### config.mk
export PLATFORM = sky130hd
export DESIGN_NAME = serial_cmp
export DESIGN_NICKNAME = d
export VERILOG_FILES = /design/src/rtl/serial_cmp.sv
export SDC_FILE = /design/constraint.sdc
export NUM_CORES = 1
export LEC_CHECK = 0
export CELL_PAD_IN_SITES_DETAIL_PLACEMENT = 1
export CELL_PAD_IN_SITES_GLOBAL_PLACEMENT = 2
export CORE_MARGIN = 2
export CORE_UTILIZATION = 25
export CTS_CLUSTER_SIZE = 40
export DETAILED_ROUTE_END_ITERATION = 16
export PLACE_DENSITY_LB_ADDON = 0.1
export SYNTH_ARGS = -nofsm -noshare
export SYNTH_HDL_FRONTEND = slang
export SYNTH_SLANG_ARGS = --single-unit
### constraint.sdc
create_clock -name clk -period 3.1 [get_ports clk]
set_input_delay 0.775 -clock clk [delete_from_list [all_inputs] [get_ports clk]]
set_output_delay 0.775 -clock clk [all_outputs]
set_load 0.05 [all_outputs]
### src/rtl/serial_cmp.sv
// Serial bit-pair comparator: shifts in W pairs of (x, y) after a start request
// and reports equality, the mismatch count and the index of the first mismatch.
module serial_cmp #(
    parameter int W  = 8,
    parameter int CW = 4,
    parameter int PW = 3
) (
    input  logic          clk,
    input  logic          rst,
    input  logic          start,
    input  logic          x,
    input  logic          y,
    output logic          busy,
    output logic          done,
    output logic          eq,
    output logic [CW-1:0] mcnt,
    output logic [PW-1:0] fpos
);

    localparam logic [1:0] IDLE  = 2'd0;
    localparam logic [1:0] SHIFT = 2'd1;
    localparam logic [1:0] DONE  = 2'd2;

    localparam int BW = (W > 1) ? $clog2(W) : 1;

    logic [1:0]    state;
    logic [BW-1:0] bit_idx;
    logic          mismatch;
    logic          last_bit;
    logic [CW-1:0] mcnt_next;

    assign mismatch  = x ^ y;
    assign last_bit  = (bit_idx == BW'(W - 1));
    assign mcnt_next = mcnt + CW'(mismatch);

    // busy and done are flops of their own so every output is a register.
    always_ff @(posedge clk or posedge rst) begin
        if (rst) begin
            state   <= IDLE;
            bit_idx <= '0;
            busy    <= 1'b0;
            done    <= 1'b0;
            eq      <= 1'b0;
            mcnt    <= '0;
            fpos    <= '0;
        end else begin
            // NOTE: non-blocking assignments let every branch read the pre-edge mcnt.
            case (state)
                IDLE: begin
                    done <= 1'b0;
                    if (start) begin
                        state   <= SHIFT;
                        busy    <= 1'b1;
                        bit_idx <= '0;
                        mcnt    <= '0;
                        fpos    <= '0;
                        eq      <= 1'b0;
                    end
                end
                SHIFT: begin
                    mcnt <= mcnt_next;
                    // A zero count so far means this is the first mismatch of the frame.
                    if (mismatch && (mcnt == '0)) begin
                        fpos <= PW'(bit_idx);
                    end
                    if (last_bit) begin
                        state <= DONE;
                        busy  <= 1'b0;
                        done  <= 1'b1;
                        eq    <= (mcnt_next == '0);
                    end else begin
                        bit_idx <= bit_idx + BW'(1);
                    end
                end
                DONE: begin
                    state <= IDLE;
                    done  <= 1'b0;
                end
                default: begin
                    state <= IDLE;
                    busy  <= 1'b0;
                    done  <= 1'b0;
                end
            endcase
        end
    end

endmodule
==> tab_implementation.tex <==
\begin{tabular}{lr}
\hline
Metric & Value \\
\hline
\multicolumn{2}{l}{\textbf{Place}} \\
\quad Post-placement setup slack & between 0.4 and 0.5 ns \\
\quad Dpl hpwl & roughly 1300 um \\
\quad Routability congestion estimate from global placement & 0.6790 \\
\quad Buffers added on ports & 14 \\
\quad Placement-stage cell area & 974.7 um\^{}2 \\
\multicolumn{2}{l}{\textbf{GRT}} \\
\quad Vias in the first global route & 615 \\
\quad All-layer global routing usage & 10.97\% \\
\quad Total gr overflow & 0 \\
\quad Maximum number of pins on one net before global-route repair & 16 \\
\quad Routing usage on met2 & 16.77\% \\
\quad Global-route wire length before repair & 2801 um \\
\quad Most Used Layer, Global Route & met2 \\
\quad Antenna violations before repair & 0 \\
\quad Met3 capacity usage during global routing & 2.814\% \\
\quad GR Util met1 & 13.72\% \\
\multicolumn{2}{l}{\textbf{Timing}} \\
\quad Number of setup violations in the final report & 0 \\
\quad Final worst path period share & roughly four fifths \\
\quad Slew Limit Headroom & 59.75\% \\
\quad Aggregate negative setup slack & 0 ns \\
\quad Post-route setup slack & approximately 0.66 ns \\
\quad Worst Hold Slack & about 0.5 ns \\
\quad Maximum clock frequency & 409.3 MHz \\
\quad Number of failing hold endpoints at the final stage & 0 \\
\quad Time the final worst path needs with I/O delays and setup & 2.443 ns \\
\quad Final Max Tran Viols & 0 \\
\quad Setup repair after global routing missed its margin & no \\
\quad Measured slew at the worst slew-check pin & 0.6031 ns \\
\quad Largest clock skew in the final design & 0.001854 ns \\
\multicolumn{2}{l}{\textbf{Pwr}} \\
\quad VDD IR max & approximately 0.28 mV \\
\quad Pwr Total & between 1 and 1.5 mW \\
\quad Static leakage power & 0.4345 nW \\
\quad P per Cell Area & about 1100 mW/mm\^{}2 \\
\multicolumn{2}{l}{\textbf{Detailed routing}} \\
\quad Via density & roughly 4.6 \\
\quad Count of vias placed by the detailed router & 589 \\
\quad Post-DR wirelength/cell & 13.26 um \\
\quad Detailed router's first-iteration violation count & 3 \\
\quad Wire length reported by the detailed router & 1684 um \\
\quad Number of remaining DRC errors & 0 \\
\quad First drt pass iteration count & 2 \\
\quad Remaining antenna violation count & 0 \\
\multicolumn{2}{l}{\textbf{Synth}} \\
\quad Number of instances in the synthesized netlist & 66 \\
\quad Arithmetic-cell share of the synthesized area counting full adders, half adders and majority gates & 6.329\% \\
\quad Distinct cells, synth & 26 \\
\quad Cell type contributing the most total cell area after synthesis & sky130\_fd\_sc\_hd\_\_dfrtp\_1 \\
\quad Multiplexer area fraction after synthesis & 4.430\% \\
\quad Combinational family with the most area after synthesis & simple AND/OR/NAND/NOR gates \\
\quad Yosys top cell area share & 47.47\% \\
\quad Leading post-synthesis cells by cell area & sky130\_fd\_sc\_hd\_\_dfrtp\_1, sky130\_fd\_sc\_hd\_\_ha\_1, sky130\_fd\_sc\_hd\_\_a22o\_1, sky130\_fd\_sc\_hd\_\_o21ai\_2, sky130\_fd\_sc\_hd\_\_a31oi\_4 \\
\quad Flip-flop and latch count after synthesis & 15 \\
\quad Compound-gate portion of the synthesized area & between 10\% and 20\% \\
\quad Synth warnings & 0 \\
\quad Post-synthesis share of cell area spent on xor and xnor gates & 3.323\% \\
\quad Net Count, Synth & 75 \\
\quad Cell area after synthesis & 790.8 um\^{}2 \\
\quad Sequential element share of the synthesized area & 47.47\% \\
\quad Simple-Gate Fraction of Synth Area & 17.41\% \\
\quad Syn Area/Cell & 11.98 um\^{}2 \\
\multicolumn{2}{l}{\textbf{Setup path}} \\
\quad Reg2reg setup slack & about 1.4 ns \\
\quad Number of logic stages on the critical path including buffering & 1 \\
\quad Max incr delay on CP & about 0.86 ns \\
\quad Endpoint of the most critical register-to-register path & bit\_idx[0] \\
\quad Startpoint type of the worst setup path & flop \\
\quad Worst Path Required & 2.32 ns \\
\quad Total buffers and inverters traversed by the critical path & 1 \\
\quad RR Startpoint & bit\_idx[0] \\
\quad Category of cells accounting for the largest share of critical-path delay & buffers and inverters \\
\quad Crit path max-delay cell type & sky130\_fd\_sc\_hd\_\_clkdlybuf4s50\_1 \\
\quad Arrival time reported for the critical path endpoint & between 1.5 and 2 ns \\
\quad Critical path capture point type & primary output \\
\quad Crit path cell chain & clkdlybuf4s50\_1 \\
\quad Largest driver fanout on the critical path & 7 \\
\quad Category of the critical setup timing path & reg -> out \\
\quad Logic depth of the worst register-to-register path & 5 \\
\multicolumn{2}{l}{\textbf{Min path}} \\
\quad Type of the worst min-delay path & reg -> reg \\
\quad Hold Startpoint & done \\
\quad Worst hold path endpoint & done \\
\quad Cell depth of the worst hold path & 2 \\
\multicolumn{2}{l}{\textbf{Clocking}} \\
\quad Total CTS buffers & 3 \\
\quad Clk buf depth & 2 \\
\quad Number of sinks driven by the clock tree & 15 \\
\quad CTS tree & yes \\
\quad Latest clock arrival within the worst-skew pair & approximately 0.29 ns \\
\quad CTS-repair resized insts & 0 \\
\quad Clock root buffer & sky130\_fd\_sc\_hd\_\_clkbuf\_4 \\
\quad Number of buffers inserted to repair setup after CTS & 0 \\
\quad Clock transition at the registers of the reported paths & 0.10 ns \\
\quad Number of H-tree levels & 1 \\
\quad CTS Hold Buffers Added & 0 \\
\multicolumn{2}{l}{\textbf{Layout}} \\
\quad Final nets & 93 \\
\quad Proportion of layout cells with a drive suffix above 1 & 18.07\% \\
\quad Synth-to-layout area growth & 26.74\% \\
\quad Area used by multi-input combinational logic & roughly 390 um\^{}2 \\
\quad Fillcell total & 343 \\
\quad Final instance area & 0.001002 mm\^{}2 \\
\quad Inserted Diodes & 0 \\
\quad Sequential standard cell area & 375.4 um\^{}2 \\
\multicolumn{2}{l}{\textbf{Die}} \\
\quad Die Ht & 60.24 um \\
\quad Number of rows in the core area & 20 \\
\quad Area enclosed by the die boundary & 0.003629 mm\^{}2 \\
\quad Top-level port count & 15 \\
\quad Chip Width & 60.24 um \\
\quad Core Footprint & 0.003028 mm\^{}2 \\
\quad Effective utilization at floorplan & 26.12\% \\
\multicolumn{2}{l}{\textbf{Flow run}} \\
\quad Max-cap viol count & 0 \\
\multicolumn{2}{l}{\textbf{Status}} \\
\quad Result of the run & finished clean \\
\hline
\end{tabular}
## cell usage after synthesis
cell / count
sky130_fd_sc_hd__a31oi_4: 1
sky130_fd_sc_hd__mux2_4: 1
sky130_fd_sc_hd__o41ai_2: 1
sky130_fd_sc_hd__dfrtp_1: 15
sky130_fd_sc_hd__xnor2_1: 2
sky130_fd_sc_hd__nand4_1: 3
sky130_fd_sc_hd__nor2b_2: 1
sky130_fd_sc_hd__a22o_1: 5
sky130_fd_sc_hd__or3b_1: 1
sky130_fd_sc_hd__xor2_1: 1
sky130_fd_sc_hd__nor3b_4: 1
sky130_fd_sc_hd__o21ai_0: 3
sky130_fd_sc_hd__nor4_4: 1
sky130_fd_sc_hd__o21ai_2: 3
sky130_fd_sc_hd__inv_2: 1
sky130_fd_sc_hd__buf_6: 1
sky130_fd_sc_hd__and3_4: 1
sky130_fd_sc_hd__o2bb2ai_1: 1
sky130_fd_sc_hd__nand2_1: 4
sky130_fd_sc_hd__and2_1: 1
sky130_fd_sc_hd__inv_1: 4
sky130_fd_sc_hd__ha_1: 4
sky130_fd_sc_hd__mux2i_1: 2
sky130_fd_sc_hd__nor2_1: 5
sky130_fd_sc_hd__a21oi_1: 1
sky130_fd_sc_hd__nand3_1: 2
## tightest hold or removal path, cell delays in order, from the launching register on
cell                      delay, ns
sky130_fd_sc_hd__dfrtp_1       0.36
sky130_fd_sc_hd__nor2_1        0.05
sky130_fd_sc_hd__nor2_1        0.07
## registers in the layout, indices dropped and copies added (netlist names)
| signal | count |
|---|---|
| eq | 1 |
| mcnt | 4 |
| bit_idx | 3 |
| fpos | 3 |
| state | 2 |
| busy | 1 |
| done | 1 |
## kinds of logic (layout without fill, tap and decap cells)
group                    Yosys count  after routing
AND/OR/NAND/NOR                   20             20
AO/OA/AOI/OAI                     15             15
flip-flops                        15             15
buffers and inverters              6             23
adder cells (fa/ha/maj)            4              4
XOR/XNOR                           3              3
multiplexers                       3              3
## power breakdown
part           leakage (nW)  switching, mW  total [mW]  internal [mW]
registers             0.190         0.0871       0.358          0.271
logic                 0.227          0.349       0.606          0.257
clock network        0.0177         0.0685       0.117         0.0480
total                 0.435          0.504        1.08          0.576
## area by class of cell
type,instances,share of cell area [%]
clock buffer,3,2.247
clock inverter,1,0.4994
inverter,5,1.873
multi-input combinational,45,38.45
sequential,15,37.45
tap,44,5.493
timing repair buffer,14,13.98
## placed cells by master (no fill, tap or decap), types with 2 or more instances in the layout
cell type                         netlist  final
sky130_fd_sc_hd__a22o_1                 5      5
sky130_fd_sc_hd__clkbuf_4               0      3
sky130_fd_sc_hd__clkdlybuf4s50_1        0     14
sky130_fd_sc_hd__dfrtp_1               15     15
sky130_fd_sc_hd__ha_1                   4      4
sky130_fd_sc_hd__inv_1                  4      4
sky130_fd_sc_hd__mux2i_1                2      2
sky130_fd_sc_hd__nand2_1                4      4
sky130_fd_sc_hd__nand3_1                2      2
sky130_fd_sc_hd__nand4_1                3      3
sky130_fd_sc_hd__nor2_1                 5      5
sky130_fd_sc_hd__o21ai_0                3      3
sky130_fd_sc_hd__o21ai_2                3      3
sky130_fd_sc_hd__xnor2_1                2      2
## layer usage
layer	routed length, um	vias up
met5	0	-
met4	39	0
met3	69	5
met2	735	14
met1	839	292
li1	-	278
## worst max path at each step
stage	from	end	slack, ns
CTS	mcnt[2]	mcnt[2]	0.63
finish	mcnt[2]	mcnt[2]	0.66
detailed placement	x	eq	0.48
global placement	x	eq	0.49
floorplan	y	eq	1.15
global route	mcnt[2]	mcnt[2]	0.58
## metrics by stage
stage          utilization (%)  std cells
2_1_floorplan                -         66
3_3_place_gp             32.19        123
3_5_place_dp             32.19        123
4_1_cts                  33.10        127
5_1_grt                  33.10        127
6_report                 33.10        127
Power figures use the tool's default switching activity.
